==> src/rtl/mux_canais_registrado_if.sv <==
// Request/result bundle of the registered channel selector; master is the
// side that offers channels and consumes results, slave is the selector itself.
interface mux_canais_registrado_if #(
    parameter int WIDTH      = 32,
    parameter int N_ENTRADAS = 6,
    parameter int SEL_WIDTH  = 4
);
    logic [N_ENTRADAS*WIDTH-1:0] entradas;
    logic [SEL_WIDTH-1:0]        seletor;
    logic                        modo;
    logic                        valido_in;
    logic                        pronto_out;
    logic [WIDTH-1:0]            saida;
    logic [SEL_WIDTH-1:0]        canal_out;
    logic                        valido_out;
    logic                        pronto_in;
    logic                        erro_seletor;

    modport master (
        output entradas, seletor, modo, valido_in, pronto_in,
        input  pronto_out, saida, canal_out, valido_out, erro_seletor
    );

    modport slave (
        input  entradas, seletor, modo, valido_in, pronto_in,
        output pronto_out, saida, canal_out, valido_out, erro_seletor
    );
endinterface

==> src/rtl/mux_canais_registrado.sv <==
// N-way registered selector, direct (seletor) or round-robin (internal ptr).
// Latency 1 cycle from accept to saida; one result per cycle at full rate.
// Stalls by dropping pronto_out while a result waits on a low pronto_in.
module mux_canais_registrado #(
    parameter int WIDTH      = 32,
    parameter int N_ENTRADAS = 6,
    parameter int SEL_WIDTH  = 4
) (
    input logic                  clock,
    input logic                  reset,
    mux_canais_registrado_if.slave bus
);
    logic [WIDTH-1:0]     saida_q;
    logic [SEL_WIDTH-1:0] canal_q;
    logic                 valido_q;
    logic                 erro_q;
    logic [SEL_WIDTH-1:0] ptr;

    logic                 pronto;
    logic                 acc;
    logic                 fora_faixa;
    logic [SEL_WIDTH-1:0] indice;
    logic [SEL_WIDTH-1:0] ptr_prox;
    logic [WIDTH-1:0]     dado_sel;

    assign pronto = !valido_q || bus.pronto_in;
    assign acc    = bus.valido_in && pronto;

    // Compare in 32 bits so N_ENTRADAS == 2**SEL_WIDTH does not truncate to zero.
    assign fora_faixa = (32'(bus.seletor) >= N_ENTRADAS);
    assign indice     = bus.modo ? ptr : bus.seletor;
    assign ptr_prox   = (ptr == SEL_WIDTH'(N_ENTRADAS - 1)) ? '0 : ptr + 1'b1;

    // Decoded mux: never forms an out-of-range part-select for a bad seletor.
    always_comb begin
        dado_sel = '0;
        for (int k = 0; k < N_ENTRADAS; k++) begin
            if (indice == SEL_WIDTH'(k)) begin
                dado_sel = bus.entradas[k*WIDTH +: WIDTH];
            end
        end
    end

    always_ff @(posedge clock) begin
        if (reset) begin
            saida_q  <= '0;
            canal_q  <= '0;
            valido_q <= 1'b0;
            erro_q   <= 1'b0;
            ptr      <= '0;
        end else begin
            erro_q <= 1'b0;
            if (acc) begin
                if (bus.modo) begin
                    saida_q  <= dado_sel;
                    canal_q  <= ptr;
                    valido_q <= 1'b1;
                    ptr      <= ptr_prox;
                end else if (!fora_faixa) begin
                    saida_q  <= dado_sel;
                    canal_q  <= bus.seletor;
                    valido_q <= 1'b1;
                end else begin
                    // Bad request is swallowed; only the old result may drain.
                    erro_q <= 1'b1;
                    if (bus.pronto_in) begin
                        valido_q <= 1'b0;
                    end
                end
            end else if (bus.pronto_in) begin
                valido_q <= 1'b0;
            end
        end
    end

    assign bus.pronto_out   = pronto;
    assign bus.saida        = saida_q;
    assign bus.canal_out    = canal_q;
    assign bus.valido_out   = valido_q;
    assign bus.erro_seletor = erro_q;

    a_ptr_faixa: assert property (@(posedge clock) disable iff (reset)
        32'(ptr) < N_ENTRADAS);

    a_erro_so_direto: assert property (@(posedge clock) disable iff (reset)
        (acc && bus.modo) |=> !bus.erro_seletor);
endmodule

==> src/flat_wrapper.sv <==
// flat-port wrapper written by rule: the top's interface ports become plain ports
module mux_canais_registrado_flat 
#(
    parameter int WIDTH      = 32,
    parameter int N_ENTRADAS = 6,
    parameter int SEL_WIDTH  = 4
)
  (clock, reset, bus_entradas, bus_seletor, bus_modo, bus_valido_in, bus_pronto_in, bus_pronto_out, bus_saida, bus_canal_out, bus_valido_out, bus_erro_seletor);
  mux_canais_registrado_if #(.WIDTH(WIDTH), .N_ENTRADAS(N_ENTRADAS), .SEL_WIDTH(SEL_WIDTH)) bus_i ();
  input logic clock;
  input logic reset;
  input wire logic [$bits(bus_i.entradas)-1:0] bus_entradas;
  input wire logic [$bits(bus_i.seletor)-1:0] bus_seletor;
  input wire logic [$bits(bus_i.modo)-1:0] bus_modo;
  input wire logic [$bits(bus_i.valido_in)-1:0] bus_valido_in;
  input wire logic [$bits(bus_i.pronto_in)-1:0] bus_pronto_in;
  output wire logic [$bits(bus_i.pronto_out)-1:0] bus_pronto_out;
  output wire logic [$bits(bus_i.saida)-1:0] bus_saida;
  output wire logic [$bits(bus_i.canal_out)-1:0] bus_canal_out;
  output wire logic [$bits(bus_i.valido_out)-1:0] bus_valido_out;
  output wire logic [$bits(bus_i.erro_seletor)-1:0] bus_erro_seletor;
  assign bus_i.entradas = bus_entradas;
  assign bus_i.seletor = bus_seletor;
  assign bus_i.modo = bus_modo;
  assign bus_i.valido_in = bus_valido_in;
  assign bus_i.pronto_in = bus_pronto_in;
  assign bus_pronto_out = bus_i.pronto_out;
  assign bus_saida = bus_i.saida;
  assign bus_canal_out = bus_i.canal_out;
  assign bus_valido_out = bus_i.valido_out;
  assign bus_erro_seletor = bus_i.erro_seletor;
  mux_canais_registrado #(.WIDTH(WIDTH), .N_ENTRADAS(N_ENTRADAS), .SEL_WIDTH(SEL_WIDTH)) u_core (.clock(clock), .reset(reset), .bus(bus_i));
endmodule
==> config.mk <==
export PLATFORM = sky130hd
export DESIGN_NAME = mux_canais_registrado_flat
export DESIGN_NICKNAME = d
export VERILOG_FILES = /design/src/rtl/mux_canais_registrado_if.sv /design/src/rtl/mux_canais_registrado.sv /design/src/flat_wrapper.sv
export SDC_FILE = /design/constraint.sdc
export NUM_CORES = 1
export LEC_CHECK = 0
export BUFFER_PORTS_ARGS = -buffer_cell sky130_fd_sc_hd__buf_4
export CAP_MARGIN = 0
export CORE_AREA = 2 2 93 95
export DETAILED_ROUTE_END_ITERATION = 7
export DIE_AREA = 0 0 95 97
export HOLD_SLACK_MARGIN = 0.02
export PLACE_DENSITY = 0.76
export REMOVE_ABC_BUFFERS = 1
export SYNTH_ARGS = -nofsm -noshare
export SYNTH_HDL_FRONTEND = slang
export SYNTH_SLANG_ARGS = --single-unit
export TNS_END_PERCENT = 50
==> constraint.sdc <==
create_clock -name clock -period 2 [get_ports clock]
set_clock_uncertainty 0.05 [all_clocks]
set_input_delay 0.3 -clock clock [delete_from_list [all_inputs] [get_ports clock]]
set_output_delay 0.3 -clock clock [all_outputs]
set_load 0.05 [all_outputs]
### Word level (Yosys, flattened, before mapping)

Index checks and enable logic that the tools add are counted.

* bits in registers: 42
* bits of input ports: 201
* output and inout port bits: 39
* word-level logic and storage cells: 39

* add/subtract/negate cells: 1
* magnitude comparators: 1
* equal/unequal tests: 7
* multiplexer cells: 17
* bitwise gates (word level): 1
* reduce and logical (&&, ||, !) cells: 7

Operators by type and width (count)
* 32-bit two-way mux: 8
* 4-bit two-way mux: 4
* 4-bit by 3-bit == test with 1-bit output (second input constant): 3
* 4-bit by 2-bit == test with 1-bit output (second input constant): 2
* 1-bit two-way mux: 5
* 4-bit by 1-bit adder with 4-bit output (second input constant): 1
* 4-bit by 1-bit == test with 1-bit output (second input constant): 1
* 4-bit by 3-bit >= comparator with 1-bit output (second input constant): 1
* 4-bit zero test: 1
* 2-bit AND reduction: 2
* 3-bit OR reduction: 1
* 2-bit inequality test (second input constant): 1
* 1-bit logical AND: 1
* 1-bit zero test: 1
* 1-bit logical OR: 1
* 1-bit NOT: 1

### Depth between registers and ports, before layout

Gate-level depths: netlist of run 1.

* depth in word-level cells: 10
* depth in mapped cells: 9
* mapped depth without buffers: 5

### Worst setup path after synthesis of run 1

Ideal clock, no wire load.

* path type: flip-flop to flip-flop
* start point: reg u_core.valido_q, in the netlist u_core.bus.valido_out
* end point: reg u_core.saida_q[14], in the netlist u_core.bus.saida[14]
* library setup time: 0.091 ns
* data arrival time: 2.127 ns
* required time: 1.859 ns
* setup slack: -0.268 ns
* stages on the path, launching flop included: 8
* path buffers: 3
* clock period less this slack: 2.268 ns
* cell sequence: dfxtp_1 nand2b_1 clkbuf_1 o211a_1 buf_2 clkbuf_1 o21ai_0 a311oi_1

* longest elaborated chain between the ends: 4

Ends and longest elaborated chain
* from (decl): line mux_canais_registrado.sv:15 `logic valido_q;`
* from (signal assigned): line mux_canais_registrado.sv:48 `valido_q <= 1'b0;`
* from (signal assigned): line mux_canais_registrado.sv:57 `valido_q <= 1'b1;`
* from (signal assigned): line mux_canais_registrado.sv:62 `valido_q <= 1'b1;`
* 1-bit zero test: line mux_canais_registrado.sv:26 `assign pronto = !valido_q || bus.pronto_in;`
* 1-bit logical OR: line mux_canais_registrado.sv:26
* net bus_pronto_out: line flat_wrapper.sv:17 `output wire logic [$bits(bus_i.pronto_out)-1:0] bus_pronto_out;`
* 1-bit logical AND: line mux_canais_registrado.sv:27 `assign acc = bus.valido_in && pronto;`
* 2-bit AND reduction (no source line)
* to (signal assigned): line mux_canais_registrado.sv:55 `saida_q <= dado_sel;`
* to (signal assigned): line mux_canais_registrado.sv:60 `saida_q <= dado_sel;`
* to (decl): line mux_canais_registrado.sv:13 `logic [WIDTH-1:0] saida_q;`

The timed path passes the listed nets, and every way through them passes these cells.
A chain may end at the register's enable or synchronous reset.

### Worst setup path in the final report of run 1

* start point: reg u_core.ptr[2]
* end point: reg u_core.saida_q[31], in the netlist u_core.bus.saida[31]

* longest elaborated chain between the ends: 10
* elaborated cells between the ends (all ways): 15
* classes of those cells: 5 x eq/ne; 9 x mux; 1 x reduce/logical

Ends and longest elaborated chain
* from (decl): line mux_canais_registrado.sv:17 `logic [SEL_WIDTH-1:0] ptr;`
* from (signal assigned): line mux_canais_registrado.sv:58 `ptr <= ptr_prox;`
* 4-bit two-way mux (*): line mux_canais_registrado.sv:31 `assign indice = bus.modo ? ptr : bus.seletor;`
* 4-bit zero test: line mux_canais_registrado.sv:38 `if (indice == SEL_WIDTH'(k)) begin`
* 32-bit two-way mux (5 in series): line mux_canais_registrado.sv:38
* 32-bit two-way mux (*): line mux_canais_registrado.sv:38
* 32-bit two-way mux: line mux_canais_registrado.sv:59 `end else if (!fora_faixa) begin`
* 32-bit two-way mux (*): line mux_canais_registrado.sv:54 `if (bus.modo) begin`

Mark *: on every way between the ends. The rest lies on a longest branch, timed or not. The select of a mux whose other input is x is not followed.

==> results.json, run 1 <==
{
  "grt_max_degree": 33,
  "avgSynthCellArea_sq_um": 8.690,
  "crit_chain": "nor2_1 > a21oi_1 > o32ai_1 > o22ai_1 > a21oi_1",
  "antenna_found_initial": 0,
  "detail_route.wl_per_cell_microns": 16.79,
  "synth.distinct_cells": 38,
  "slew-limit-headroom": 0.4992,
  "p_seq_frac": 0.331,
  "gp_congestion": 0.8914,
  "async_reset_ff_frac": 0,
  "drive_gt1_frac": 0.5112,
  "grt_pass1_wl_microns": 17830,
  "slew_violations": 0,
  "vias": 3721,
  "clock_latency_ns": 0.30,
  "p_leak_nw": 2.319,
  "portBuffers": 239,
  "cts_buffer_depth": 2,
  "start_util": 0.3718,
  "hold_path.class": "in -> reg",
  "antenna_cells": 0,
  "setup_viol": 0,
  "ys_seq_elements": 42,
  "cts_max_level": 2,
  "crit_type": "reg -> reg",
  "total_power_mw": 2.831,
  "cts-hold-fix-buffers": 0,
  "clkTransAtPathRegs_ns": 0.09,
  "cts.sink_count": 42,
  "synth_edf_count": 0,
  "critPathRequiredTime_ns": 2.12,
  "ys_warn_count": 0,
  "grt_pass1_vias": 3780,
  "min_period_ns": 1.806,
  "power_frac_comb": 0.429,
  "holdWs_ns": 0.1778,
  "worstPathMaxFanout": 10,
  "maxClockFrequency_mhz": 553.8,
  "cpMostUsedCell": "a21oi_1",
  "grt_overflow_total": 0,
  "power.density_nw_per_um2": 555.0,
  "final.period_utilization": 0.9028,
  "drt_pass1_iterations": 4,
  "dp_slack_ns": 0.02712,
  "crit_path_top_delay_cell": "a21oi_1",
  "synth_sequential_area_ratio": 0.2780,
  "die-area_sq_um": 9215,
  "ios": 240,
  "dieHeight_microns": 97,
  "status": "finished, final reports clean",
  "yosysMostFrequentCell": "a21oi_1",
  "fillers": 699,
  "drc": 0,
  "final_util": 0.6271,
  "rsz0062_at_grt": "no",
  "tritoncts": "done",
  "via_per_inst": 5.424,
  "grt_usage": 0.2460,
  "worst_slack_ns": 0.1944,
  "cts_buffers": 5,
  "switching_share": 0.3376,
  "dr.first_iter.drc_count": 105,
  "die_w_microns": 95,
  "cap_violations": 0,
  "endpoint_kind": "flip-flop",
  "yosysTopAreaCell": "dfxtp_1",
  "antenna_left": 0,
  "p_int_mw": 1.875,
  "nets": 781,
  "p_switching_mw": 0.9557,
  "crit_path_start_kind": "flip-flop",
  "ctsResizeCount": 0,
  "synth.area.top_cells": "dfxtp_1 28%, mux4_2 18%, a21oi_1 12%, nand2_1 6.7%, o21ai_0 5.1%",
  "fin_setup_tns_ns": 0,
  "synthCells": 348,
  "cts_setup_buffers": 0,
  "slowest_delay_ns": 0.62,
  "p_clk_frac": 0.240,
  "synth_common_cells": "75 x a21oi_1, 54 x nand2_1, 42 x dfxtp_1, 31 x o21ai_0, 24 x mux4_2",
  "arrival_ns": 1.93,
  "ys.flop_type": "dfxtp_1",
  "hpwl_microns": 9411,
  "syn_area_sq_um": 3024,
  "area_growth_pct": 68.68,
  "fp-row-count": 33,
  "synth_top_area_frac": 0.2780,
  "drt-total-wl_microns": 11520,
  "core_area_sq_um": 8134,
  "hold_viol": 0,
  "tightest_slew_ns": 0.7512,
  "ir_worst_vdd_mv": 0.2790,
  "clk_root_buffer_cell": "clkbuf_8"
}
[path summary, 6_finish.rpt]
kind	startpoint	endpoint	slack [ns]	depth (start not counted)
worst max-delay path	u_core.ptr[2]	u_core.bus.saida[31]	0.19	5
worst min register to register	u_core.bus.canal_out[3]	u_core.bus.canal_out[3]	0.42	2
worst max register to register	u_core.ptr[2]	u_core.bus.saida[31]	0.19	5
worst min-delay path	bus_modo	u_core.bus.erro_seletor	0.18	2
[area by class of cell]
class / count / area (sq um) / area share
Sequential cell: 42 / 840.8 / 0.1648
Multi-Input combinational cell: 270 / 1981 / 0.3883
Timing Repair Buffer: 259 / 2032 / 0.3983
Inverter: 2 / 7.507 / 0.001472
Clock buffer: 5 / 68.82 / 0.01349
Tap cell: 105 / 131.4 / 0.02575
Clock inverter: 3 / 40.04 / 0.007849
[sequential cells by signal, summed over array words and instances (netlist names)]
signal	count
u_core.bus.valido_out	1
u_core.ptr	4
u_core.bus.erro_seletor	1
u_core.bus.canal_out	4
u_core.bus.saida	32
[routing by layer]
layer	wire length (microns)	up-vias	GRT usage
met4	282	0	0.08807
li1	-	1784	-
met2	6148	198	0.4566
met5	0	-	0
met1	4071	1715	0.2709
met3	1018	24	0.04829
[per-stage QoR]
stage                     instances  cell area, sq um
after CTS                       686              5101
after global placement          678              4992
after global routing            686              5101
after detailed placement        678              4992
after floorplan                 314              2816
final                           686              5101
[worst max-delay path, delay by kind of cell, from the launching register on]
kind | cells | cell delay, ns
flops | 1 | 0.45
compound gates | 4 | 1.08
simple gates | 1 | 0.09
[placed cells by master, fill, tap and decap left out, drive strengths merged, types with 3 or more instances in the layout]
| master | netlist | routed |
|---|---|---|
| buf | 15 | 259 |
| a21oi | 75 | 75 |
| nand2 | 54 | 54 |
| dfxtp | 42 | 42 |
| o21ai | 31 | 31 |
| mux4 | 27 | 27 |
| nor2 | 16 | 16 |
| mux2i | 14 | 14 |
| nor3 | 7 | 7 |
| o22ai | 6 | 6 |
| a311oi | 6 | 6 |
| o32ai | 5 | 5 |
| a221oi | 5 | 5 |
| clkbuf | 19 | 5 |
| nand2b | 3 | 3 |
| nand3 | 3 | 3 |
| a211oi | 3 | 3 |
[cell families (layout without fill, tap and decap cells)]
family,after synthesis,after routing,share of synthesized area
AOI/OAI and AO/OA,137,137,0.2578
xor gates and xnor gates,2,2,0.005793
buffers and inverters,36,269,0.07116
DFF,42,42,0.2780
muxes,43,43,0.2598
and+or+nand+nor,88,88,0.1274
[power by group through the flow]
stage	Combinational (mW)	Clock (mW)	Sequential (mW)
detailed placement	1.22	0	0.955
global route	1.29	0.723	0.944
finish	1.21	0.680	0.937
CTS	1.22	0.694	0.937
floorplan	0.408	0	1.17
global placement	1.20	0	0.954
Note: power is estimated with default switching activity, not from simulation.
==> run 2, diff against run 1 <==
ABC_AREA = 1   (was unset)
CORE_AREA = unset   (was 2 2 93 95)
CORE_ASPECT_RATIO = 1.2   (was unset)
CORE_MARGIN = 2   (was unset)
CORE_UTILIZATION = 42   (was unset)
DIE_AREA = unset   (was 0 0 95 97)
PLACE_DENSITY = 0.82   (was 0.76)
==> run 2 against run 1 <==
Compared with the run above: the run now ends with design-rule violations left; design area is 3.8% higher; area after synthesis is 12% higher; synthesized cell count is 70% higher; first-iteration DRC count grew to 2.9 times the previous value; largest cell class is now multi-input combinational cells; highest routed layer unchanged.
==> results.json, run 2 <==
{
  "synth_sequential_area_ratio": 0.2491,
  "worstPathMaxFanout": 25,
  "p_int_mw": 1.802,
  "power_frac_comb": 0.430,
  "gp_congestion": 0.8584,
  "endpoint_kind": "flip-flop",
  "ys_warn_count": 0,
  "drt-total-wl_microns": 12360,
  "antenna_left": 0,
  "portBuffers": 239,
  "core_area_sq_um": 7751,
  "synth_top_area_frac": 0.2624,
  "worst_slack_ns": 0.2229,
  "slew_violations": 0,
  "p_seq_frac": 0.335,
  "syn_area_sq_um": 3376,
  "fin_setup_tns_ns": 0,
  "dieHeight_microns": 102.2,
  "drive_gt1_frac": 0.3651,
  "seq_area_sq_um": 840.8,
  "cpMostUsedCell": "nand2_1",
  "p_clk_frac": 0.235,
  "multi_input_area_sq_um": 2037,
  "grt_pass1_wl_microns": 18900,
  "hpwl_microns": 9656,
  "placed_cell_area_sq_um": 5189,
  "fillers": 707,
  "status": "complete, but fails checks",
  "violations": "design-rule violations",
  "arrival_ns": 1.95,
  "p_leak_nw": 3.001,
  "antenna_found_initial": 0,
  "synth.area.top_cells": "nand2_1 26%, dfxtp_1 25%, nor2_1 9.0%, inv_1 7.6%, nand4_1 5.0%",
  "ir_worst_vdd_mv": 0.2832,
  "detail_route.wl_per_cell_microns": 13.57,
  "grt_pass1_vias": 4211,
  "ys_seq_elements": 42,
  "design_area_sq_um": 5295,
  "fp-row-count": 35,
  "tritoncts": "done",
  "min_period_ns": 1.777,
  "maxClockFrequency_mhz": 562.7,
  "largest_reg_flops": 32,
  "via_per_inst": 4.937,
  "ys.flop_type": "dfxtp_1",
  "hold_viol": 0,
  "drc": 12,
  "switching_share": 0.3584,
  "final_common_cell": "buf_4",
  "ios": 240,
  "die_w_microns": 85.84,
  "yosysTopAreaCell": "nand2_1",
  "power.density_nw_per_um2": 530.3,
  "synth.distinct_cells": 33,
  "grt_overflow_total": 0,
  "clkTransAtPathRegs_ns": 0.08,
  "cts-hold-fix-buffers": 0,
  "avgSynthCellArea_sq_um": 5.712,
  "hold_path.class": "in -> reg",
  "clock_latency_ns": 0.29,
  "cap_violations": 0,
  "crit_type": "reg -> reg",
  "crit_chain": "nand2_1 > nand2_2 > nor2_4 > and2_4 > nand2_1 > nand2_1 > nor2_1 > nand2_1 > nand2_1 > a21oi_1",
  "cts_max_level": 2,
  "antenna_cells": 0,
  "dp_slack_ns": 0.08786,
  "dr.first_iter.drc_count": 304,
  "synth_common_cells": "236 x nand2_1, 81 x nor2_1, 68 x inv_1, 42 x dfxtp_1, 31 x a21oi_1",
  "total_power_mw": 2.808,
  "clk_root_buffer_cell": "clkbuf_8",
  "setup_viol": 0,
  "slowest_delay_ns": 0.48,
  "ctsResizeCount": 0,
  "grt_max_degree": 39,
  "cts_buffer_depth": 2,
  "crit_path_top_delay_cell": "and2_4",
  "vias": 4498,
  "critPathRequiredTime_ns": 2.18,
  "synth_edf_count": 0,
  "cts.sink_count": 42,
  "cts_buffers": 5,
  "yosysMostFrequentCell": "nand2_1",
  "crit_path_start_kind": "flip-flop",
  "final.period_utilization": 0.8886,
  "cts_setup_buffers": 0,
  "slew-limit-headroom": 0.6945,
  "tightest_slew_ns": 0.4583,
  "drt_pass1_iterations": 8,
  "nets": 1019,
  "die-area_sq_um": 8774,
  "start_util": 0.4355,
  "synthCells": 591,
  "mostFrequentLayoutCells": "248 x buf_4, 236 x nand2_1, 80 x nor2_1, 68 x inv_1, 42 x dfxtp_1",
  "async_reset_ff_frac": 0,
  "grt_usage": 0.2690,
  "area_growth_pct": 56.86,
  "rsz0062_at_grt": "no",
  "p_switching_mw": 1.006,
  "holdWs_ns": 0.2513
}
run 2: path summary, 6_finish.rpt:
kind                            depth (start not counted)  slack [ns]                   end            startpoint
worst max-delay path                                   10        0.22  u_core.bus.saida[31]         u_core.ptr[3]
worst min-delay path                                    5        0.25  u_core.bus.saida[17]     bus_entradas[177]
worst max register to register                         10        0.22  u_core.bus.saida[31]         u_core.ptr[3]
worst min register to register                          2        0.42  u_core.bus.saida[13]  u_core.bus.saida[13]
run 2: final cells by class:
type | instances | share of cell area
clock buffers | 7 | 0.01441
clock inverters | 1 | 0.005671
inverters | 71 | 0.05175
multi-input cells | 447 | 0.3847
flip-flops and latches | 42 | 0.1588
well taps | 92 | 0.02174
repair buffers | 251 | 0.3629
run 2: power groups by stage:
stage	sequential (mW)	combinational [mW]	clock [mW]
after floorplan	1.17	0.420	0
after global placement	0.955	1.18	0
after detailed placement	0.959	1.20	0
after CTS	0.941	1.21	0.685
after global routing	0.947	1.30	0.719
final	0.941	1.21	0.660
run 2: kinds of logic (layout without fill, tap and decap cells):
logic type	count (synthesis)	after routing	synth area share
buffers and inverters	102	330	0.1497
AOI/OAI and AO/OA	47	47	0.07635
and+or+nand+nor	399	399	0.5222
DFF	42	42	0.2491
xor gates and xnor gates	1	1	0.002595
run 2: through the flow:
step,util,std cells
3_5_place_dp,0.6694,903
5_1_grt,0.6831,911
2_1_floorplan,-,560
4_1_cts,0.6831,911
6_report,0.6831,911
3_3_place_gp,0.6694,903
run 2: per-layer routing:
metal / wire, microns / GRT usage
met4: 388 / 0.1172
met5: 0 / 0
met3: 956 / 0.04847
met2: 6387 / 0.4928
met1: 4628 / 0.3048
run 2: worst max-delay path: cells and delay by family (launching register included):
kind	cells	cell delay (ns)
AND/OR/NAND/NOR	9	1.21
flip-flops	1	0.35
AO/OA/AOI/OAI	1	0.11
==> run 3, diff against run 2 <==
CORE_ASPECT_RATIO = unset   (was 1.2)
==> run 3 against run 2 <==
Compared with the run above: the run now ends clean; design area up 0.40%; routed wire length up 2.6%; critical path type unchanged; sequential power about the same; final cell count up 0.99%; power down 0.57%; highest routed layer unchanged; worst setup slack worse by 0.049 ns; largest power group unchanged; first-iteration DRC count down 47%; flip-flop and latch count unchanged; non-clock buffer count down 1; critical path depth up 4; count of clock-buffer cells in the layout up 1; register-to-register slack worse by 0.05 ns; critical endpoint is now u_core.bus.saida[0].
==> results.json, run 3 (synthesized netlist as in run 2, its figures left out) <==
{
  "status": "finished, final reports clean",
  "crit_type": "reg -> reg",
  "r2r-end": "u_core.bus.saida[0]",
  "worstPathMaxFanout": 15,
  "cap_violations": 0,
  "grt_pass1_wl_microns": 19300,
  "drc": 0,
  "p_leak_nw": 3.004,
  "power_frac_comb": 0.434,
  "grt_usage": 0.2749,
  "antenna_found_initial": 0,
  "clkTransAtPathRegs_ns": 0.09,
  "wl_met2_microns": 6628,
  "endpoint_kind": "flip-flop",
  "area_growth_pct": 57.49,
  "slew_violations": 0,
  "p_seq_frac": 0.337,
  "tightest_slew_ns": 0.4452,
  "cts.sink_count": 42,
  "holdWs_ns": 0.2452,
  "dieHeight_microns": 93.65,
  "core_area_sq_um": 7767,
  "drive_gt1_frac": 0.3667,
  "final.period_utilization": 0.9128,
  "ir_worst_vdd_mv": 0.2293,
  "rsz0062_at_grt": "no",
  "arrival_ns": 1.97,
  "maxClockFrequency_mhz": 547.8,
  "crit_path_start_kind": "flip-flop",
  "crit-reg2reg-launch": "u_core.ptr[0]",
  "p_switching_mw": 1.017,
  "top_layer": "met4",
  "antenna_cells": 0,
  "die_w_microns": 93.65,
  "startpoint": "u_core.ptr[0]",
  "grt_overflow_total": 0,
  "fp-row-count": 32,
  "grt_pass1_vias": 4400,
  "antenna_left": 0,
  "drt-total-wl_microns": 12680,
  "multi_input_area_sq_um": 2037,
  "via_per_inst": 4.927,
  "wl_met3_microns": 1053,
  "critPathRequiredTime_ns": 2.14,
  "fin_setup_tns_ns": 0,
  "gp_congestion": 0.8887,
  "hpwl_microns": 9783,
  "p_clk_frac": 0.229,
  "ios": 240,
  "hold_viol": 0,
  "final_common_cell": "buf_4",
  "die-area_sq_um": 8770,
  "vias": 4533,
  "clk_root_buffer_cell": "clkbuf_8",
  "detail_route.wl_per_cell_microns": 13.78,
  "cts_setup_buffers": 0,
  "drt-met1-wl_microns": 4560,
  "seq_area_sq_um": 840.8,
  "slew-limit-headroom": 0.7032,
  "switching_share": 0.3643,
  "p_int_mw": 1.775,
  "mostFrequentLayoutCells": "246 x buf_4, 236 x nand2_1, 80 x nor2_1, 68 x inv_1, 42 x dfxtp_1",
  "fillers": 680,
  "drt_pass1_iterations": 4,
  "min_period_ns": 1.826,
  "clock_latency_ns": 0.29,
  "setup_viol": 0,
  "start_util": 0.4346,
  "nets": 1018,
  "power.density_nw_per_um2": 525.2,
  "cts_max_level": 2,
  "hold_path.class": "in -> reg",
  "grt_max_degree": 67,
  "ctsResizeCount": 0,
  "r2r_setup_slack_ns": 0.17,
  "setup.worst_path.end": "u_core.bus.saida[0]",
  "cts-hold-fix-buffers": 0,
  "largest_reg_flops": 32,
  "dr.first_iter.drc_count": 162,
  "cts_buffers": 5,
  "reg2regPathDepth": 14,
  "min_path_cells": 2,
  "portBuffers": 239,
  "tritoncts": "done",
  "cts_buffer_depth": 2
}
-- run 3: changes by cell type in the layout (fill, tap and decap cells not counted) --
cell / previous run / this run
buf_12: 3 / 4
buf_4: 248 / 246
clkbuf_8: 5 / 8
bufinv_16: 1 / 0
clkbuf_1: 2 / 0
-- run 3: routing by layer --
metal	up-vias	global-route usage
met5	-	0
met3	36	0.05056
met1	2008	0.2950
li1	2260	-
met4	0	0.1329
met2	229	0.5144
-- run 3: cell type report --
cell class	instances	area share
clock buffer	8	0.02071
inverter	71	0.05154
multi-input combinational	447	0.3831
sequential	42	0.1582
tap	102	0.02401
timing repair buffer	250	0.3624
-- run 3: worst min-delay path by stage --
stage	start	slack, ns	endpoint
2_1_floorplan	reset	0.31	u_core.bus.saida[24]
3_3_place_gp	u_core.bus.saida[20]	0.40	u_core.bus.saida[20]
3_5_place_dp	u_core.bus.saida[6]	0.41	u_core.bus.saida[6]
4_1_cts	bus_entradas[65]	0.24	u_core.bus.saida[1]
5_1_grt	bus_modo	0.25	u_core.bus.erro_seletor
6_report	bus_modo	0.25	u_core.bus.erro_seletor
-- run 3: worst max-delay path, cell delays in order, from the launching register on --
cell     delay [ns]
dfxtp_1        0.40
inv_1          0.07
nand2_1        0.12
nand2_4        0.10
nand2_1        0.07
inv_1          0.04
nand2_1        0.07
inv_1          0.08
buf_4          0.21
nand2_1        0.09
nand3_1        0.09
nor2_1         0.13
nand4_1        0.09
nand2_1        0.07
inv_1          0.04
-- run 3: metrics by stage --
step | worst slack [ns] | cells | power, mW | instance area [sq um] | utilization
6_report | 0.1744 | 920 | 2.792 | 5316 | 0.6844
3_5_place_dp | 0.1382 | 912 | 2.165 | 5206 | 0.6703
4_1_cts | 0.2171 | 920 | 2.805 | 5316 | 0.6844
5_1_grt | 0.05066 | 920 | 2.955 | 5316 | 0.6844
2_1_floorplan | -1.962 | 560 | 1.594 | 3144 | -
3_3_place_gp | 0.1568 | 912 | 2.140 | 5206 | 0.6703
-- run 3: power groups by stage --
| stage | registers (mW) | logic (mW) | clock network (mW) |
|---|---|---|---|
| 2_1_floorplan | 1.17 | 0.420 | 0 |
| 3_3_place_gp | 0.958 | 1.18 | 0 |
| 3_5_place_dp | 0.960 | 1.21 | 0 |
| 4_1_cts | 0.941 | 1.21 | 0.655 |
| 5_1_grt | 0.949 | 1.31 | 0.695 |
| 6_report | 0.941 | 1.21 | 0.640 |
